===== src/rtl/machine_log_reader_if.sv =====
//------------------------------------------------------------------------------
// Module  : machine_log_reader_if
// Purpose : Bundles the replay control, log RAM read port and decoded-entry
//           output stream of machine_log_reader.
//   master : the reader itself (drives RAM read strobe/address and outputs)
//   slave  : the surroundings (control inputs, RAM data, consumer ready)
// Revision: 1.0 - initial release
//------------------------------------------------------------------------------
`default_nettype none

interface machine_log_reader_if #(
  parameter int ADDR_W  = 4,
  parameter int ENTRY_W = 15
);
  // replay control and writer state
  logic                start;
  logic                filter_en;
  logic [1:0]          filter_op;
  logic [ADDR_W-1:0]   wr_ptr;
  logic                wrapped;
  // log RAM read port
  logic                mem_rd_en;
  logic [ADDR_W-1:0]   mem_rd_addr;
  logic [ENTRY_W-1:0]  mem_rd_data;
  // decoded entry stream
  logic                out_valid;
  logic                out_ready;
  logic [1:0]          out_operator;
  logic                out_param1;
  logic [3:0]          out_param2;
  logic [3:0]          out_param3;
  logic [3:0]          out_param4;
  logic [ADDR_W:0]     out_index;
  // status
  logic                busy;
  logic                done;
  logic [ADDR_W:0]     emit_count;

  modport master (
    input  start, filter_en, filter_op, wr_ptr, wrapped, mem_rd_data, out_ready,
    output mem_rd_en, mem_rd_addr, out_valid, out_operator, out_param1,
           out_param2, out_param3, out_param4, out_index, busy, done, emit_count
  );

  modport slave (
    output start, filter_en, filter_op, wr_ptr, wrapped, mem_rd_data, out_ready,
    input  mem_rd_en, mem_rd_addr, out_valid, out_operator, out_param1,
           out_param2, out_param3, out_param4, out_index, busy, done, emit_count
  );
endinterface

`default_nettype wire


===== src/rtl/machine_log_reader.sv =====
//------------------------------------------------------------------------------
// Module  : machine_log_reader
// Purpose : Replays the vending-machine log RAM oldest entry first, decoding
//           each 15-bit entry into operator/param fields, with an optional
//           operator-code filter.
// Ports   : clock, reset (synchronous, active-high)
//           bus (machine_log_reader_if.master):
//             start/filter_en/filter_op/wr_ptr/wrapped - replay control
//             mem_rd_en/mem_rd_addr/mem_rd_data        - log RAM read port
//             out_valid/out_ready/out_*/out_index      - decoded entry stream
//             busy/done/emit_count                     - status
// Revision: 1.0 - initial release
//------------------------------------------------------------------------------
`default_nettype none

module machine_log_reader #(
  parameter int ADDR_W  = 4,
  parameter int ENTRY_W = 15
) (
  input wire logic              clock,
  input wire logic              reset,
  machine_log_reader_if.master  bus
);

  localparam int DEPTH = 1 << ADDR_W;
  localparam int CNT_W = ADDR_W + 1;

  typedef enum logic [2:0] {
    ST_IDLE    = 3'd0,
    ST_READ    = 3'd1,
    ST_WAIT    = 3'd2,
    ST_PRESENT = 3'd3,
    ST_FINISH  = 3'd4
  } state_t;

  state_t              state_q, state_d;
  logic [CNT_W-1:0]    num_q, num_d;     // entries in the snapshot
  logic [ADDR_W-1:0]   base_q, base_d;   // address of the oldest entry
  logic [CNT_W-1:0]    idx_q, idx_d;     // age index of current entry
  logic [CNT_W-1:0]    emit_q, emit_d;
  logic [ENTRY_W-1:0]  data_q, data_d;

  logic [CNT_W-1:0]    idx_inc;
  logic [ADDR_W-1:0]   rd_addr;

  always_ff @(posedge clock) begin
    if (reset) begin
      state_q <= ST_IDLE;
      num_q   <= '0;
      base_q  <= '0;
      idx_q   <= '0;
      emit_q  <= '0;
      data_q  <= '0;
    end else begin
      state_q <= state_d;
      num_q   <= num_d;
      base_q  <= base_d;
      idx_q   <= idx_d;
      emit_q  <= emit_d;
      data_q  <= data_d;
    end
  end

  // Truncation to ADDR_W bits gives the wrap from DEPTH-1 back to 0.
  assign rd_addr = base_q + idx_q[ADDR_W-1:0];
  assign idx_inc = idx_q + CNT_W'(1);

  always_comb begin
    state_d = state_q;
    num_d   = num_q;
    base_d  = base_q;
    idx_d   = idx_q;
    emit_d  = emit_q;
    data_d  = data_q;

    case (state_q)
      ST_IDLE: begin
        if (bus.start) begin
          // Snapshot the writer state; later changes do not affect this replay.
          num_d   = bus.wrapped ? CNT_W'(DEPTH) : {1'b0, bus.wr_ptr};
          base_d  = bus.wrapped ? bus.wr_ptr : '0;
          idx_d   = '0;
          emit_d  = '0;
          state_d = (!bus.wrapped && (bus.wr_ptr == '0)) ? ST_FINISH : ST_READ;
        end
      end

      ST_READ: begin
        state_d = ST_WAIT;
      end

      ST_WAIT: begin
        data_d = bus.mem_rd_data;
        if (bus.filter_en && (bus.mem_rd_data[14:13] != bus.filter_op)) begin
          // Filtered-out entries are skipped without ever raising out_valid.
          idx_d   = idx_inc;
          state_d = (idx_inc == num_q) ? ST_FINISH : ST_READ;
        end else begin
          state_d = ST_PRESENT;
        end
      end

      ST_PRESENT: begin
        if (bus.out_ready) begin
          emit_d  = emit_q + CNT_W'(1);
          idx_d   = idx_inc;
          state_d = (idx_inc == num_q) ? ST_FINISH : ST_READ;
        end
      end

      ST_FINISH: begin
        state_d = ST_IDLE;
      end

      default: begin
        state_d = ST_IDLE;
      end
    endcase
  end

  // Outputs are pure decodes of registered state, so reset clears them all.
  assign bus.mem_rd_en    = (state_q == ST_READ);
  assign bus.mem_rd_addr  = (state_q == ST_READ) ? rd_addr : '0;
  assign bus.out_valid    = (state_q == ST_PRESENT);
  assign bus.out_operator = data_q[14:13];
  assign bus.out_param1   = data_q[12];
  assign bus.out_param2   = data_q[11:8];
  assign bus.out_param3   = data_q[7:4];
  assign bus.out_param4   = data_q[3:0];
  assign bus.out_index    = idx_q;
  assign bus.busy         = (state_q != ST_IDLE);
  assign bus.done         = (state_q == ST_FINISH);
  assign bus.emit_count   = emit_q;

endmodule

`default_nettype wire


===== src/flat_wrapper.sv =====
// flat-port wrapper written by rule: the top's interface ports become plain ports
module machine_log_reader_flat 
#(
  parameter int ADDR_W  = 4,
  parameter int ENTRY_W = 15
)
  (clock, reset, bus_start, bus_filter_en, bus_filter_op, bus_wr_ptr, bus_wrapped, bus_mem_rd_data, bus_out_ready, bus_mem_rd_en, bus_mem_rd_addr, bus_out_valid, bus_out_operator, bus_out_param1, bus_out_param2, bus_out_param3, bus_out_param4, bus_out_index, bus_busy, bus_done, bus_emit_count);
  machine_log_reader_if #(.ADDR_W(ADDR_W), .ENTRY_W(ENTRY_W)) bus_i ();
  input wire logic clock;
  input wire logic reset;
  input wire logic [$bits(bus_i.start)-1:0] bus_start;
  input wire logic [$bits(bus_i.filter_en)-1:0] bus_filter_en;
  input wire logic [$bits(bus_i.filter_op)-1:0] bus_filter_op;
  input wire logic [$bits(bus_i.wr_ptr)-1:0] bus_wr_ptr;
  input wire logic [$bits(bus_i.wrapped)-1:0] bus_wrapped;
  input wire logic [$bits(bus_i.mem_rd_data)-1:0] bus_mem_rd_data;
  input wire logic [$bits(bus_i.out_ready)-1:0] bus_out_ready;
  output wire logic [$bits(bus_i.mem_rd_en)-1:0] bus_mem_rd_en;
  output wire logic [$bits(bus_i.mem_rd_addr)-1:0] bus_mem_rd_addr;
  output wire logic [$bits(bus_i.out_valid)-1:0] bus_out_valid;
  output wire logic [$bits(bus_i.out_operator)-1:0] bus_out_operator;
  output wire logic [$bits(bus_i.out_param1)-1:0] bus_out_param1;
  output wire logic [$bits(bus_i.out_param2)-1:0] bus_out_param2;
  output wire logic [$bits(bus_i.out_param3)-1:0] bus_out_param3;
  output wire logic [$bits(bus_i.out_param4)-1:0] bus_out_param4;
  output wire logic [$bits(bus_i.out_index)-1:0] bus_out_index;
  output wire logic [$bits(bus_i.busy)-1:0] bus_busy;
  output wire logic [$bits(bus_i.done)-1:0] bus_done;
  output wire logic [$bits(bus_i.emit_count)-1:0] bus_emit_count;
  assign bus_i.start = bus_start;
  assign bus_i.filter_en = bus_filter_en;
  assign bus_i.filter_op = bus_filter_op;
  assign bus_i.wr_ptr = bus_wr_ptr;
  assign bus_i.wrapped = bus_wrapped;
  assign bus_i.mem_rd_data = bus_mem_rd_data;
  assign bus_i.out_ready = bus_out_ready;
  assign bus_mem_rd_en = bus_i.mem_rd_en;
  assign bus_mem_rd_addr = bus_i.mem_rd_addr;
  assign bus_out_valid = bus_i.out_valid;
  assign bus_out_operator = bus_i.out_operator;
  assign bus_out_param1 = bus_i.out_param1;
  assign bus_out_param2 = bus_i.out_param2;
  assign bus_out_param3 = bus_i.out_param3;
  assign bus_out_param4 = bus_i.out_param4;
  assign bus_out_index = bus_i.out_index;
  assign bus_busy = bus_i.busy;
  assign bus_done = bus_i.done;
  assign bus_emit_count = bus_i.emit_count;
  machine_log_reader #(.ADDR_W(ADDR_W), .ENTRY_W(ENTRY_W)) u_core (.clock(clock), .reset(reset), .bus(bus_i));
endmodule

===== config.mk =====
export PLATFORM = sky130hd
export DESIGN_NAME = machine_log_reader_flat
export DESIGN_NICKNAME = d
export VERILOG_FILES = /design/src/rtl/machine_log_reader_if.sv /design/src/rtl/machine_log_reader.sv /design/src/flat_wrapper.sv
export SDC_FILE = /design/constraint.sdc
export NUM_CORES = 1
export LEC_CHECK = 0
export CAP_MARGIN = 20
export CORE_AREA = 2 2 72 74
export DETAILED_ROUTE_END_ITERATION = 7
export DIE_AREA = 0 0 74 76
export PLACE_DENSITY = 0.7
export SYNTH_ARGS = -nofsm -noshare
export SYNTH_HDL_FRONTEND = slang
export SYNTH_SLANG_ARGS = --single-unit

===== constraint.sdc =====
create_clock -name clock -period 1.57 [get_ports clock]
set_clock_uncertainty 0.2 [all_clocks]
set_input_delay 0.314 -clock clock [delete_from_list [all_inputs] [get_ports clock]]
set_output_delay 0.314 -clock clock [all_outputs]
set_load 0.03 [all_outputs]

# After elaboration in Yosys (flattened, before gate mapping)
# Index checks and enable logic that the tools add are counted.
# totals
register_bits	37
output_inout_bits	33
word_cells	45
# op_classes
n_addsub	3
n_eq_ne	9
mux	15
reduce_logical	12
# ops
cell	n
5-bit 2-to-1 mux	5
3-bit 2-to-1 mux	5
5-bit case mux with 3 select lines	1
3-bit case mux with 4 select lines	1
5-bit by 1-bit adder with 5-bit output (second input constant)	2
5-bit case mux with 2 select lines	1
4-bit 2-to-1 mux	2
3-bit by 2-bit == test with 1-bit output (second input constant)	2
3-bit nonzero test	2
5-bit == test	1
4-bit adder	1
4-bit zero test	1
2-bit != test (second input constant)	2
2-bit AND reduction	2
4-bit AND reduction	1
3-bit by 1-bit == test with 1-bit output (second input constant)	1
3-bit == test (second input constant)	1
3-bit zero test	1
3-bit AND reduction	1
1-bit logical AND	2
2-bit by 1-bit != test with 1-bit output (second input constant)	1
2-bit != test	1
2-bit nonzero test	1
1-bit zero test	1

# Logic depth before layout (Yosys ltp)
# Gate-level depths: netlist (run 1).
# logic_depth
word_depth	5
ltp_mapped	6
ltp_nobuf	5

# Worst setup path before layout (run 1)
# No wires, ideal clock.
# synth_path
path_type	register to output
from	register u_core.idx_q[1] (netlist: u_core.bus.out_index[1])
to	output bus_mem_rd_addr[3]
arrival_time_ns	1.682
required_ns	1.056
setup_slack_ns	-0.626
path_stages_with_launch	6
n_path_buf	0
cell_sequence	dfxtp_1 ha_1 a21o_1 a21oi_1 xnor2_1 nor2_1
# synth_via
elab_chain_len	2
# synth_rtl
element	line	source
from (decl)	machine_log_reader.sv:39	logic [CNT_W-1:0] idx_q, idx_d;
from (signal assigned)	machine_log_reader.sv:58	idx_q <= idx_d;
4-bit adder	machine_log_reader.sv:65	assign rd_addr = base_q + idx_q[ADDR_W-1:0];
4-bit 2-to-1 mux	machine_log_reader.sv:123	assign bus.mem_rd_addr = (state_q == ST_READ) ? rd_addr : '0;
to (decl)	flat_wrapper.sv:19	output wire logic [$bits(bus_i.mem_rd_addr)-1:0] bus_mem_rd_addr;
# No other way between the ends.

# Worst setup path after layout (run 1)
# layout_path
from	register u_core.idx_q[0] (netlist: u_core.bus.out_index[0])
to	output bus_mem_rd_addr[1]
# The elaborated chain is that of the path after synthesis.

==> insert_results.sql, run 1 <==
INSERT INTO impl_metrics (metric_group, metric, value, unit) VALUES
('synthesis', 'syn-mean-instance-area', '8.888', 'um^2'),
('synthesis', 'synth_seq_area_share', '41.05', '%'),
('synthesis', 'synthesis.nets', '236', ''),
('synthesis', 'number_of_distinct_library_cells_after_synthesis', '49', ''),
('global_routing', 'grt_first_pass_wirelength', '8.707', 'mm'),
('setup_path', 'ff2ff_path_depth', '7', ''),
('synthesis', 'ys_ff_latch', '37', ''),
('clock_network', 'cts_buffers', '5', ''),
('synthesis', 'synthAdderAreaFrac', '4.577', '%'),
('route', 'drt_pass1_iterations', '4', ''),
('clock_network', 'hold_buffers_post_cts', '0', ''),
('flow_run', 'cap_viol_max_count', '0', ''),
('final_layout', 'layout_common_cells', 'buf_4, nand2_1, buf_6, dfxtp_1, a21oi_1', ''),
('clock_network', 'clk_pin_slew_worst_paths', '0.08', 'ns'),
('floorplanning', 'core', '0.004912', 'mm^2'),
('floorplanning', 'io_pins', '60', ''),
('clock_network', 'ctsHtreeMaxLevel', '2', ''),
('clock_network', 'cts_num_sinks', '37', ''),
('final_layout', 'areaGrowthSynthToFinish', '84.88', '%'),
('synthesis', 'synth_edf_count', '0', ''),
('final_layout', 'final_nets', '357', ''),
('global_routing', 'number_of_antenna_violations_at_the_first_check_in_global_routing', '0', ''),
('clock_network', 'insertion_delay', '0.29', 'ns'),
('timing', 'timing.final.crit_period', '2.094', 'ns'),
('timing', 'setup_repair_after_global_routing_missed_its_margin', 'yes', ''),
('global_routing', 'first_global_vias', '1817', ''),
('timing', 'finalHoldViolations', '0', ''),
('setup_path', 'timing.rr.end', 'u_core.state_q[0]', ''),
('global_routing', 'grt_start_max_net_pins', '16', ''),
('synthesis', 'synth_simple_gate_area_share', '24.41', '%'),
('setup_path', 'cp-start-kind', 'flip-flop', ''),
('synthesis', 'synth_cells', '203', ''),
('synthesis', 'async_s_r_ff_share_synth', '0', '%'),
('floorplanning', 'fp.dieArea', '0.005624', 'mm^2'),
('clock_network', 'root_buffer_cell', 'clkbuf_8', ''),
('synthesis', 'synth_area_leaders', 'dfxtp_1, nand2_1, a21oi_1, ha_1, xor2_1', ''),
('global_routing', 'grt_overflow_total', '0', ''),
('setup_path', 'crit_path_end', 'bus_mem_rd_addr[1]', ''),
('timing', 'finalSetupViolations', '30', ''),
('route', 'highest_layer', 'met4', ''),
('route', 'post_drt_wl_per_cell', '14.12', 'um'),
('placed_design', 'dp_area', '0.002819', 'mm^2'),
('setup_path', 'crit_fanout', '2', ''),
('timing', 'hold-worst-slack', '0.2246', 'ns'),
('route', 'detail_route.wirelength', '5.578', 'mm'),
('synthesis', 'netlist.top_cell.by_area', 'dfxtp_1', ''),
('setup_path', 'timing.setup.critical_path_class', 'flip-flop to primary output', ''),
('timing', 'setup_slack', '-0.5240', 'ns'),
('final_layout', 'n_antenna_cell', '0', ''),
('final_layout', 'final_layout_size_suffix_gt1_share', '44.92', '%'),
('setup_path', 'worst_r2r_startpoint', 'u_core.bus.out_index[0]', ''),
('timing', 'maxSlewViolCount', '0', ''),
('placed_design', 'final_gp_congestion', '0.8109', ''),
('outcome', 'status', 'finished, violations left', ''),
('synthesis', 'yosys.area_share.xor_xnor', '6.311', '%'),
('timing', 'max_slew_margin', '67.68', '%'),
('global_routing', 'grtUsageTotal', '19.65', '%'),
('route', 'vias_per_cell', '4.937', ''),
('placed_design', 'detailed_placement_hpwl', '3.697', 'mm'),
('floorplanning', 'die_x', '74', 'um'),
('clock_network', 'max-clock-path-buffers', '2', ''),
('power_and_ir_drop', 'total_leakage_power', '1.391', 'nW'),
('synthesis', 'most_common_flop_cell_mapped_by_yosys', 'dfxtp_1', ''),
('floorplanning', 'floorplan.die.height', '76', 'um'),
('setup_path', 'cp.arrival', '1.58', 'ns'),
('timing', 'finalCritPeriodShare', '133.4', '%'),
('route', 'drc', '0', ''),
('setup_path', 'reg2reg_setup_slack', '-0.35', 'ns'),
('route', 'num_vias', '1950', ''),
('outcome', 'failed_checks', 'setup timing', ''),
('final_layout', 'design_area', '0.003336', 'mm^2');
stage by stage:
| stage | TNS (ns) | instances | setup slack, ns | util [%] | power, W |
|---|---|---|---|---|---|
| 2_1_floorplan | -0.7809 | 203 | -0.2264 | - | 0.001756 |
| 3_3_place_gp | -11.60 | 369 | -0.5217 | 57.39 | 0.002274 |
| 3_5_place_dp | -12.14 | 369 | -0.5774 | 57.39 | 0.002291 |
| 4_1_cts | -4.387 | 388 | -0.5316 | 64.19 | 0.003200 |
| 5_1_grt | -6.788 | 395 | -0.5659 | 67.91 | 0.003542 |
| 6_report | -5.159 | 395 | -0.5240 | 67.91 | 0.003374 |
cells in the mapped netlist (2+ instances only):
| library cell | number |
|---|---|
| a21o_1 | 4 |
| a21oi_1 | 20 |
| a22o_1 | 6 |
| a22o_2 | 2 |
| and2_1 | 2 |
| buf_4 | 3 |
| clkbuf_1 | 3 |
| dfxtp_1 | 37 |
| ha_1 | 5 |
| inv_1 | 3 |
| nand2_1 | 35 |
| nand2b_1 | 7 |
| nand3_1 | 4 |
| nand4_1 | 3 |
| nor2_1 | 12 |
| nor2b_1 | 3 |
| nor3_1 | 2 |
| nor3b_1 | 4 |
| o21ai_0 | 3 |
| o21ai_1 | 2 |
| o22ai_1 | 2 |
| o31ai_1 | 2 |
| or4_1 | 2 |
| xnor2_1 | 6 |
| xor2_1 | 7 |
what timing repair did:
action                                  4_1_cts  5_1_grt
pin swaps                                    25       19
resized for setup                            72       38
endpoints found under the setup margin       44       52
cloned                                        0        1
buffers inserted                             11        9
worst min-delay path by stage:
stage,start,endpoint,depth (start not counted)
floorplan,bus_wr_ptr[1],u_core.base_q[1],1
global placement,u_core.data_q[11],u_core.data_q[11],2
detailed placement,u_core.data_q[13],u_core.data_q[13],2
CTS,bus_mem_rd_data[14],u_core.data_q[14],3
global route,bus_mem_rd_data[13],u_core.data_q[13],3
finish,bus_mem_rd_data[14],u_core.data_q[14],3
sequential cells by signal (all words and copies together) (netlist names):
name / cells
u_core.base_q: 4
u_core.num_q: 5
u_core.data_q: 15
u_core.state_q: 3
u_core.bus.emit_count: 5
u_core.bus.out_index: 5
cell families after synthesis:
logic type	after synthesis
and+or+nand+nor	82
adders and majority gates	6
DFF	37
xor gates and xnor gates	13
buffers and inverters	12
AOI/OAI and AO/OA	53
layer usage:
metal | track usage, % | vias up
li1 | - | 967
met3 | 5.291 | 6
met2 | 31.07 | 50
met5 | 0 | -
met1 | 26.12 | 927
met4 | 5.455 | 0
layout make-up:
class / count / area (um^2)
Clock buffer: 6 / 82.58
Timing Repair Buffer: 122 / 1124
Sequential cell: 37 / 764.5
Multi-Input combinational cell: 154 / 1251
Tap cell: 70 / 87.58
Clock inverter: 2 / 8.758
Inverter: 4 / 17.52
Fill cell: 341 / 1577
power by group:
group	switching, W	internal (W)
registers	0.0000805	0.00103
clock network	0.000341	0.000348
logic	0.000763	0.000813
total	0.00118	0.00219
critical path, stage by stage, from the launching register on:
cell     delay, ns
dfxtp_4       0.36
ha_4          0.16
fa_2          0.52
and2_4        0.13
buf_6         0.12
No activity file was read; power rests on OpenSTA's default activity.
==> inputs of run 2 (changes only) <==
--- a/config.mk
+++ b/config.mk
@@ -7,9 +7,10 @@
 export LEC_CHECK = 0
 export CAP_MARGIN = 20
 export CORE_AREA = 2 2 72 74
+export CTS_CLUSTER_DIAMETER = 40
 export DETAILED_ROUTE_END_ITERATION = 7
 export DIE_AREA = 0 0 74 76
-export PLACE_DENSITY = 0.7
+export PLACE_DENSITY = 0.78
 export SYNTH_ARGS = -nofsm -noshare
 export SYNTH_HDL_FRONTEND = slang
 export SYNTH_SLANG_ARGS = --single-unit
==> insert_results.sql, run 2 (synthesis results as in run 1) <==
INSERT INTO impl_metrics (metric_group, metric, value, unit) VALUES
('timing', 'maxSlewViolCount', '0', ''),
('route', 'post_drt_wl_per_cell', '17.20', 'um'),
('clock_network', 'clk_pin_slew_worst_paths', '0.07', 'ns'),
('setup_path', 'crit_fanout', '2', ''),
('route', 'num_vias', '2089', ''),
('setup_path', 'cp.required', '1.06', 'ns'),
('global_routing', 'first_global_vias', '2067', ''),
('power_and_ir_drop', 'power', '0.003528', 'W'),
('flow_run', 'cap_viol_max_count', '0', ''),
('global_routing', 'grt_start_max_net_pins', '16', ''),
('route', 'vias_per_cell', '5.262', ''),
('route', 'detail_route.wirelength', '6.828', 'mm'),
('route', 'drt_first_iter_violations', '143', ''),
('timing', 'max_clock_freq', '474.5', 'MHz'),
('power_and_ir_drop', 'power.switching_fraction', '36.74', '%'),
('timing', 'finalHoldViolations', '0', ''),
('final_layout', 'layout_common_cells', 'buf_4, buf_6, dfxtp_1, nand2_1, dlygate4sd2_1', ''),
('route', 'drc', '0', ''),
('power_and_ir_drop', 'power_switching', '0.001296', 'W'),
('global_routing', 'grtUsageTotal', '21.86', '%'),
('placed_design', 'detailed_placement_hpwl', '3.755', 'mm'),
('final_layout', 'n_antenna_cell', '0', ''),
('timing', 'setup_slack', '-0.5377', 'ns'),
('floorplanning', 'core', '0.004912', 'mm^2'),
('placed_design', 'dp_worst_setup_slack', '-0.5797', 'ns'),
('global_routing', 'grt_first_pass_wirelength', '9.680', 'mm'),
('power_and_ir_drop', 'maximum_ir_drop_on_the_vdd_rail', '862.1', 'uV'),
('floorplanning', 'rows', '26', ''),
('timing', 'finalSetupViolations', '43', ''),
('clock_network', 'cts_buffers', '5', ''),
('power_and_ir_drop', 'share_seq_of_total_power', '31.4', '%'),
('clock_network', 'insertion_delay', '0.28', 'ns'),
('setup_path', 'cp-start-kind', 'flip-flop', ''),
('global_routing', 'grt_overflow_total', '0', ''),
('setup_path', 'slowest_delay', '0.52', 'ns'),
('timing', 'max_slew_margin', '65.61', '%'),
('outcome', 'failed_checks', 'setup timing', ''),
('clock_network', 'ctsHtreeMaxLevel', '2', ''),
('outcome', 'status', 'finished, violations left', ''),
('final_layout', 'multi_input_area', '0.001419', 'mm^2'),
('route', 'antenna_left', '0', ''),
('setup_path', 'worst-path-buf-inv', '1', ''),
('clock_network', 'clock_tree_from_tritoncts', 'done', ''),
('global_routing', 'number_of_antenna_violations_at_the_first_check_in_global_routing', '0', ''),
('placed_design', 'port_buffers', '59', ''),
('setup_path', 'critPathCaptureType', 'primary output', ''),
('clock_network', 'max-clock-path-buffers', '2', ''),
('timing', 'finalCritPeriodShare', '134.2', '%'),
('floorplanning', 'floorplan.die.height', '76', 'um'),
('power_and_ir_drop', 'clock_power_share', '19.6', '%'),
('final_layout', 'largest_register_ffs', '15', ''),
('power_and_ir_drop', 'total_leakage_power', '1.484', 'nW'),
('final_layout', 'final_layout_size_suffix_gt1_share', '54.43', '%'),
('hold_path', 'worst_min_delay_path_class', 'input pin to flip-flop', ''),
('floorplanning', 'floorplan.initialDensity', '36.73', '%'),
('setup_path', 'critical_path.slowest_cell', 'fa_2', ''),
('timing', 'worstMarginPinSlew', '0.5078', 'ns'),
('power_and_ir_drop', 'powerDensity', '1001', 'mW/mm^2'),
('final_layout', 'register_area', '764.5', 'um^2'),
('clock_network', 'hold_buffers_post_cts', '0', ''),
('final_layout', 'most_common_cell_after_layout_fill_and_taps_aside', 'buf_4', ''),
('setup_path', 'timing.setup.critical_path_class', 'flip-flop to primary output', ''),
('final_layout', 'fill_cells', '317', ''),
('power_and_ir_drop', 'cell_internal_pwr', '0.002232', 'W'),
('placed_design', 'final_gp_congestion', '0.8367', ''),
('floorplanning', 'io_pins', '60', ''),
('final_layout', 'final_nets', '359', ''),
('final_layout', 'areaGrowthSynthToFinish', '95.35', '%'),
('timing', 'timing.final.crit_period', '2.108', 'ns'),
('floorplanning', 'die_x', '74', 'um'),
('route', 'drt_pass1_iterations', '4', ''),
('clock_network', 'cts_num_sinks', '37', ''),
('setup_path', 'worst_path_dominant_cell_family', 'adder cells', ''),
('floorplanning', 'fp.dieArea', '0.005624', 'mm^2'),
('power_and_ir_drop', 'combPwrFrac', '49.0', '%'),
('setup_path', 'critical_path.cell_chain', 'ha_4 -> fa_2 -> and2_4 -> buf_6', ''),
('clock_network', 'root_buffer_cell', 'clkbuf_8', ''),
('setup_path', 'cp.arrival', '1.59', 'ns'),
('final_layout', 'largest_register', 'u_core.data_q', ''),
('timing', 'setup_repair_after_global_routing_missed_its_margin', 'yes', '');
-- run 2: cell count changes in the layout (fill, tap and decap cells not counted), sizes merged --
cell	previous run	this run
dlygate4sd2	16	18
clkbuf	6	8
buf	81	83
clkinv	2	0
clkdlybuf4s15	9	7
-- run 2: path summary, 6_finish.rpt --
check                          startpoint            endpoint  slack (ns)  cells after the start
setup / recovery         u_core.base_q[0]  bus_mem_rd_addr[1]       -0.54                      4
hold / removal        bus_mem_rd_data[13]   u_core.data_q[13]        0.24                      3
setup reg to reg  u_core.bus.out_index[0]   u_core.state_q[0]       -0.36                      6
hold reg to reg          u_core.data_q[0]    u_core.data_q[0]        0.26                      2
-- run 2: final cells by class --
type	count	area share, %
Inverter	4	0.5680
Multi-Input combinational cell	154	40.26
Clock buffer	8	2.556
Tap cell	70	2.485
Sequential cell	37	21.69
Timing Repair Buffer	124	32.45
-- run 2: power by group through the flow --
stage	sequential (W)	combinational [W]	clock [W]
after global routing	0.00112	0.00183	0.000736
after global placement	0.00111	0.00115	0
final	0.00111	0.00173	0.000690
after floorplan	0.00120	0.000555	0
after detailed placement	0.00111	0.00117	0
after CTS	0.00110	0.00142	0.000699
-- run 2: tightest hold or removal path, stage by stage --
cell and delay (ns):
dlygate4sd2_1 0.25, nand2_1 0.06, a21oi_1 0.05
-- run 2: what timing repair did --
item,CTS,global route
cloned,0,1
resized for setup,78,80
pin swaps,29,46
setup endpoints to repair,45,52
setup buffers,13,12
-- run 2: stage by stage --
| stage | utilization [%] | cells | cell area [um^2] | setup TNS (ns) | hold WS, ns |
|---|---|---|---|---|---|
| 2_1_floorplan | - | 203 | 1889 | -0.7809 | 0.2397 |
| 3_3_place_gp | 57.69 | 371 | 2834 | -11.14 | 0.2404 |
| 3_5_place_dp | 57.69 | 371 | 2834 | -12.02 | 0.2465 |
| 4_1_cts | 65.13 | 391 | 3199 | -4.166 | 0.2302 |
| 5_1_grt | 71.75 | 397 | 3525 | -7.651 | 0.2394 |
| 6_report | 71.75 | 397 | 3525 | -4.769 | 0.2374 |
-- run 2: layer usage --
| layer | up-vias | routed length, um | track usage (%) |
|---|---|---|---|
| met1 | 1009 | 2723 | 28.21 |
| li1 | 964 | - | - |
| met3 | 19 | 439 | 5.291 |
| met4 | 0 | 187 | 8.727 |
| met5 | - | 0 | 0 |
| met2 | 97 | 3479 | 34.64 |
==> variant 1, RTL diff (config.mk and constraints of run 2) <==
The 5 states of `state_t` get a one-hot encoding in 5 bits.
--- a/src/rtl/machine_log_reader.sv
+++ b/src/rtl/machine_log_reader.sv
@@ -25,12 +25,12 @@
   localparam int DEPTH = 1 << ADDR_W;
   localparam int CNT_W = ADDR_W + 1;
 
-  typedef enum logic [2:0] {
-    ST_IDLE    = 3'd0,
-    ST_READ    = 3'd1,
-    ST_WAIT    = 3'd2,
-    ST_PRESENT = 3'd3,
-    ST_FINISH  = 3'd4
+  typedef enum logic [4:0] {
+    ST_IDLE    = 5'b00001,
+    ST_READ    = 5'b00010,
+    ST_WAIT    = 5'b00100,
+    ST_PRESENT = 5'b01000,
+    ST_FINISH  = 5'b10000
   } state_t;
 
   state_t              state_q, state_d;
Behaviour: no difference found for any inputs over 10 cycles, from zero or initial values and one cycle with reset high; not proved beyond that.
==> variant 1 against run 2 <==
  * Largest power group unchanged
  * Total power is 5.4% higher
  * Largest cell class unchanged
  * The flow still finishes with violations (setup timing)
  * Worst setup slack improved by 0.0085 ns
  * Synthesized cell count rose by 14%
  * Final area up 2.7%
  * Routed wire length up 11%
  * Area after synthesis increased by 5.6%
  * Sequential cell count grew 2
  * Global-route usage rose by 2.3 points
  * Critical endpoint unchanged
  * Count of clock-buffer cells in the layout fell by 3
  * Fmax up 0.41%
==> variant 1: results (changes against run 2) <==
Place
The total instance count after detailed placement came to 396 (+6.7%). The half-perimeter wire length of the detailed placement result is 4010 µm (+6.7%). The post-detailed-placement cell area is 2890 µm² (+2.1%).

The worst slack at placement is -0.652 ns (-0.0724 ns).

Detailed routing
The total wire length is 7600 µm (+11%). The number of DRC violations after detailed-routing iteration 0 was 149 (+4.2%). The total routed wire length on the met1 layer is 3180 µm (+17%). The detailed route wirelength on metal3 is 387 µm (-12%).

The detailed-routed wire length on met2 is 3720 µm (+6.8%).

Logic synthesis
The sequential share of the synthesized area is 41.0% (-0.082 points). The synthesized-area fraction occupied by ao, oa, aoi and oai cells is 16.0% (-4.1 points). The adder-cell share of the synthesized area is 4.33% (-0.24 points). Yosys attributes the largest share of cell area to sky130_fd_sc_hd__dfxtp_1 (41%), sky130_fd_sc_hd__nand2_1 (7.9%), sky130_fd_sc_hd__a21oi_1 (7.6%).

The average footprint of a synthesized cell is 8.25 µm² (-7.2%). The xor-xnor portion of the synthesized cell area was 6.43% (+0.12 points). The count of different cell masters after synthesis is 42 (-14%).

The mux share of post-synthesis cell area is 0.591% (+0.59 points).

Setup path
The worst reg-to-reg setup slack is -0.48 ns (-0.12 ns). The highest net fanout along the worst path is 3 (+1). Tracing the worst setup path back leads to its startpoint at u_core.bus.out_index[1]. The worst register-to-register path begins at u_core.state_q[0]. The depth of the worst register-to-register path was 5 (-1). The reg-to-reg endpoint is u_core.bus.out_index[2].

Final layout
Relative to the synthesized area, the layout overhead comes to 89.9%. The share of final layout cell area taken by clock buffers and inverters came to 2.42% (-0.14 points). The non-clock buffer area fraction after layout was 32.3% (-0.15 points). The sequential cell count was 39 (+5.4%). The number of nets at the end of the flow is 386 (+7.5%).

The buffer count excluding the clock tree in the final layout was 125 (+0.81%). The multi-input combinational area share is 40.0% (-0.25 points). The area of all sequential standard cells is 812 µm² (+6.2%). The multi-input gate count is 178 (+16%). The number of inserted filler cells in the final layout came to 309 (-2.5%).

The share of layout cells above drive strength 1 is 52.5% (-1.9 points).

Global routing
The met3 routing resource usage after global routing is 4.23% (-1.1 points). The all-layer global routing usage is 24.1% (+2.3 points). The first-pass GRT wire length is 10700 µm (+10%).

The via count of the first global-routing pass is 2231 (+7.9%). The met2 usage in global routing is 38.3% (+3.7 points). The met1 usage in global routing is 31.5% (+3.3 points). The pin count of the biggest net entering global routing is 30 (+14).

Pwr
The maximum vdd ir drop was 0.710 mV (-18%). The reported leakage power came to 1.50 nW (+1.2%).

Status
The flow ran to the end, but the final reports show violations. The checks that failed: setup timing.

Timing
The final worst hold slack is 0.260 ns (+0.0223 ns). The sum of negative setup slack was -12.92 ns (-8.15 ns). The post-route worst setup slack is -0.529 ns (+0.00855 ns). The number of endpoints failing setup at the final stage was 45 (+4.7%).

Hold path
The worst hold path terminates at u_core.data_q[10]. The hold path depth was 2 (-1). The start point of the worst hold path is u_core.data_q[10].
==> variant 1: cell count changes in the layout (fill, tap and decap cells not counted), sizes merged, moves of 4 or more <==
cell           before  now
dlygate4sd2        18    0
nand3               4   12
clkbuf              8   12
nor2               12   17
a21oi              21   29
a22o                8    1
clkdlybuf4s50      16   26
nand2b              7    0
nand2              36   40
==> variant 1: where the power goes <==
part	switching (mW)	internal, mW	total, mW
registers	0.0862	1.06	1.15
clock network	0.394	0.311	0.705
logic	0.916	0.953	1.87
==> variant 1: worst max-delay path, stage by stage, from the launching register on <==
cell                      delay, ns
sky130_fd_sc_hd__dfxtp_4       0.37
sky130_fd_sc_hd__buf_6         0.12
sky130_fd_sc_hd__fa_2          0.55
sky130_fd_sc_hd__and2_4        0.13
sky130_fd_sc_hd__buf_6         0.12
==> variant 1: timing repair <==
action / in CTS / in global routing
setup endpoints to repair: 63 / 61
setup buffers: 14 / 13
cloned: 1 / 1
pin swaps: 33 / 34
resized for setup: 96 / 82
==> variant 2, RTL diff (settings of run 2) <==
Without the edit above. `ADDR_W` is set to 4 in 3 places; all go to 3.
--- a/src/rtl/machine_log_reader_if.sv
+++ b/src/rtl/machine_log_reader_if.sv
@@ -9,7 +9,7 @@
 `default_nettype none
 
 interface machine_log_reader_if #(
-  parameter int ADDR_W  = 4,
+  parameter int ADDR_W  = 3,
   parameter int ENTRY_W = 15
 );
   // replay control and writer state
--- a/src/rtl/machine_log_reader.sv
+++ b/src/rtl/machine_log_reader.sv
@@ -14,7 +14,7 @@
 `default_nettype none
 
 module machine_log_reader #(
-  parameter int ADDR_W  = 4,
+  parameter int ADDR_W  = 3,
   parameter int ENTRY_W = 15
 ) (
   input wire logic              clock,
--- a/src/flat_wrapper.sv
+++ b/src/flat_wrapper.sv
@@ -1,7 +1,7 @@
 // flat-port wrapper written by rule: the top's interface ports become plain ports
 module machine_log_reader_flat 
 #(
-  parameter int ADDR_W  = 4,
+  parameter int ADDR_W  = 3,
   parameter int ENTRY_W = 15
 )
   (clock, reset, bus_start, bus_filter_en, bus_filter_op, bus_wr_ptr, bus_wrapped, bus_mem_rd_data, bus_out_ready, bus_mem_rd_en, bus_mem_rd_addr, bus_out_valid, bus_out_operator, bus_out_param1, bus_out_param2, bus_out_param3, bus_out_param4, bus_out_index, bus_busy, bus_done, bus_emit_count);
Ports: changed (resized bus_emit_count, bus_mem_rd_addr, bus_out_index and bus_wr_ptr); port bits go from 60 to 56. The function was not compared with the original's and may differ.
==> variant 2 against run 2 <==
  * The run still ends with setup timing left
  * Sequential cell count decreased by 4
  * Hold slack improved by 0.013 ns
  * Die area unchanged
  * Synthesized cell count decreased by 6.4%
  * Routed wire length decreased by 28%
  * Total power decreased by 28%
  * Final area decreased by 18%
  * Worst setup slack got worse by 0.060 ns
  * Area after synthesis decreased by 11%
  * Count of clock-buffer cells in the layout unchanged
  * Sequential share of layout area increased by 1.7 points
  * Critical endpoint is now bus_mem_rd_addr[2]
==> variant 2: results (changes against run 2) <==
Pwr
The switching power is 0.760 mW (-41%). The maximum vdd ir drop was 0.425 mV (-51%). The reported leakage power is 1.18 nW (-20%).

Timing
The final worst hold slack is 0.251 ns (+0.0132 ns). The sum of negative setup slack is -3.06 ns (+1.71 ns). The post-route worst setup slack is -0.598 ns (-0.0600 ns). The number of endpoints failing setup at the final stage is 19 (-56%).

Hold path
The hold path depth is 2 (-1). The start point of the worst hold path is u_core.data_q[12]. The worst min-delay path endpoint is u_core.data_q[12].

Global routing
The first-pass GRT wire length is 7570 µm (-22%). The met1 usage in global routing was 21.2% (-7.0 points). The all-layer global routing usage is 17.1% (-4.8 points).

Detailed routing
The total routed wire length on the met1 layer was 2040 µm (-25%). The number of DRC violations after detailed-routing iteration 0 is 76 (-47%). The total number of vias came to 1702 (-19%).

The detailed route wirelength on metal3 came to 193 µm (-56%).

Setup path
The arrival time at the worst endpoint is 1.65 ns (+0.06 ns). The maximum single-stage delay on the critical path is 0.35 ns (-0.17 ns).

Final layout
The count of non-CTS inverters in the layout is 6 (+2). The number of inserted filler cells in the final layout is 416 (+31%). The area of all placed cells without fillers was 2880 µm² (-18%).

Status
The checks that failed: setup timing. The run finished, with violations left.

Place
The final RePlAce weighted congestion was 0.768 (-8.2%).
[variant 2: changes by cell type after synthesis, moves of 4 or more]
cell	delta
sky130_fd_sc_hd__a21oi_1	+5
sky130_fd_sc_hd__nor2_1	-5
sky130_fd_sc_hd__a22o_1	-6
sky130_fd_sc_hd__dfxtp_1	-4
sky130_fd_sc_hd__nand2_1	+8
sky130_fd_sc_hd__nand3b_1	+4
[variant 2: logic make-up (layout without fill, tap and decap cells)]
group | after synthesis | in the layout | synth area share [%]
AND/OR/NAND/NOR | 81 | 81 | 25.6
AO/OA/AOI/OAI | 41 | 41 | 16.1
flip-flops | 33 | 33 | 41.2
buffers and inverters | 17 | 115 | 5.77
XOR/XNOR | 11 | 11 | 6.00
adder cells (fa/ha/maj) | 4 | 4 | 3.59
multiplexers | 3 | 3 | 1.87
[variant 2: what timing repair did]
item / 4_1_cts / 5_1_grt
setup buffers: 8 / 10
hold buffers: 0 / 0
endpoints found under the setup margin: 34 / 46
pin swaps: 23 / 14
gates resized for setup: 60 / 32
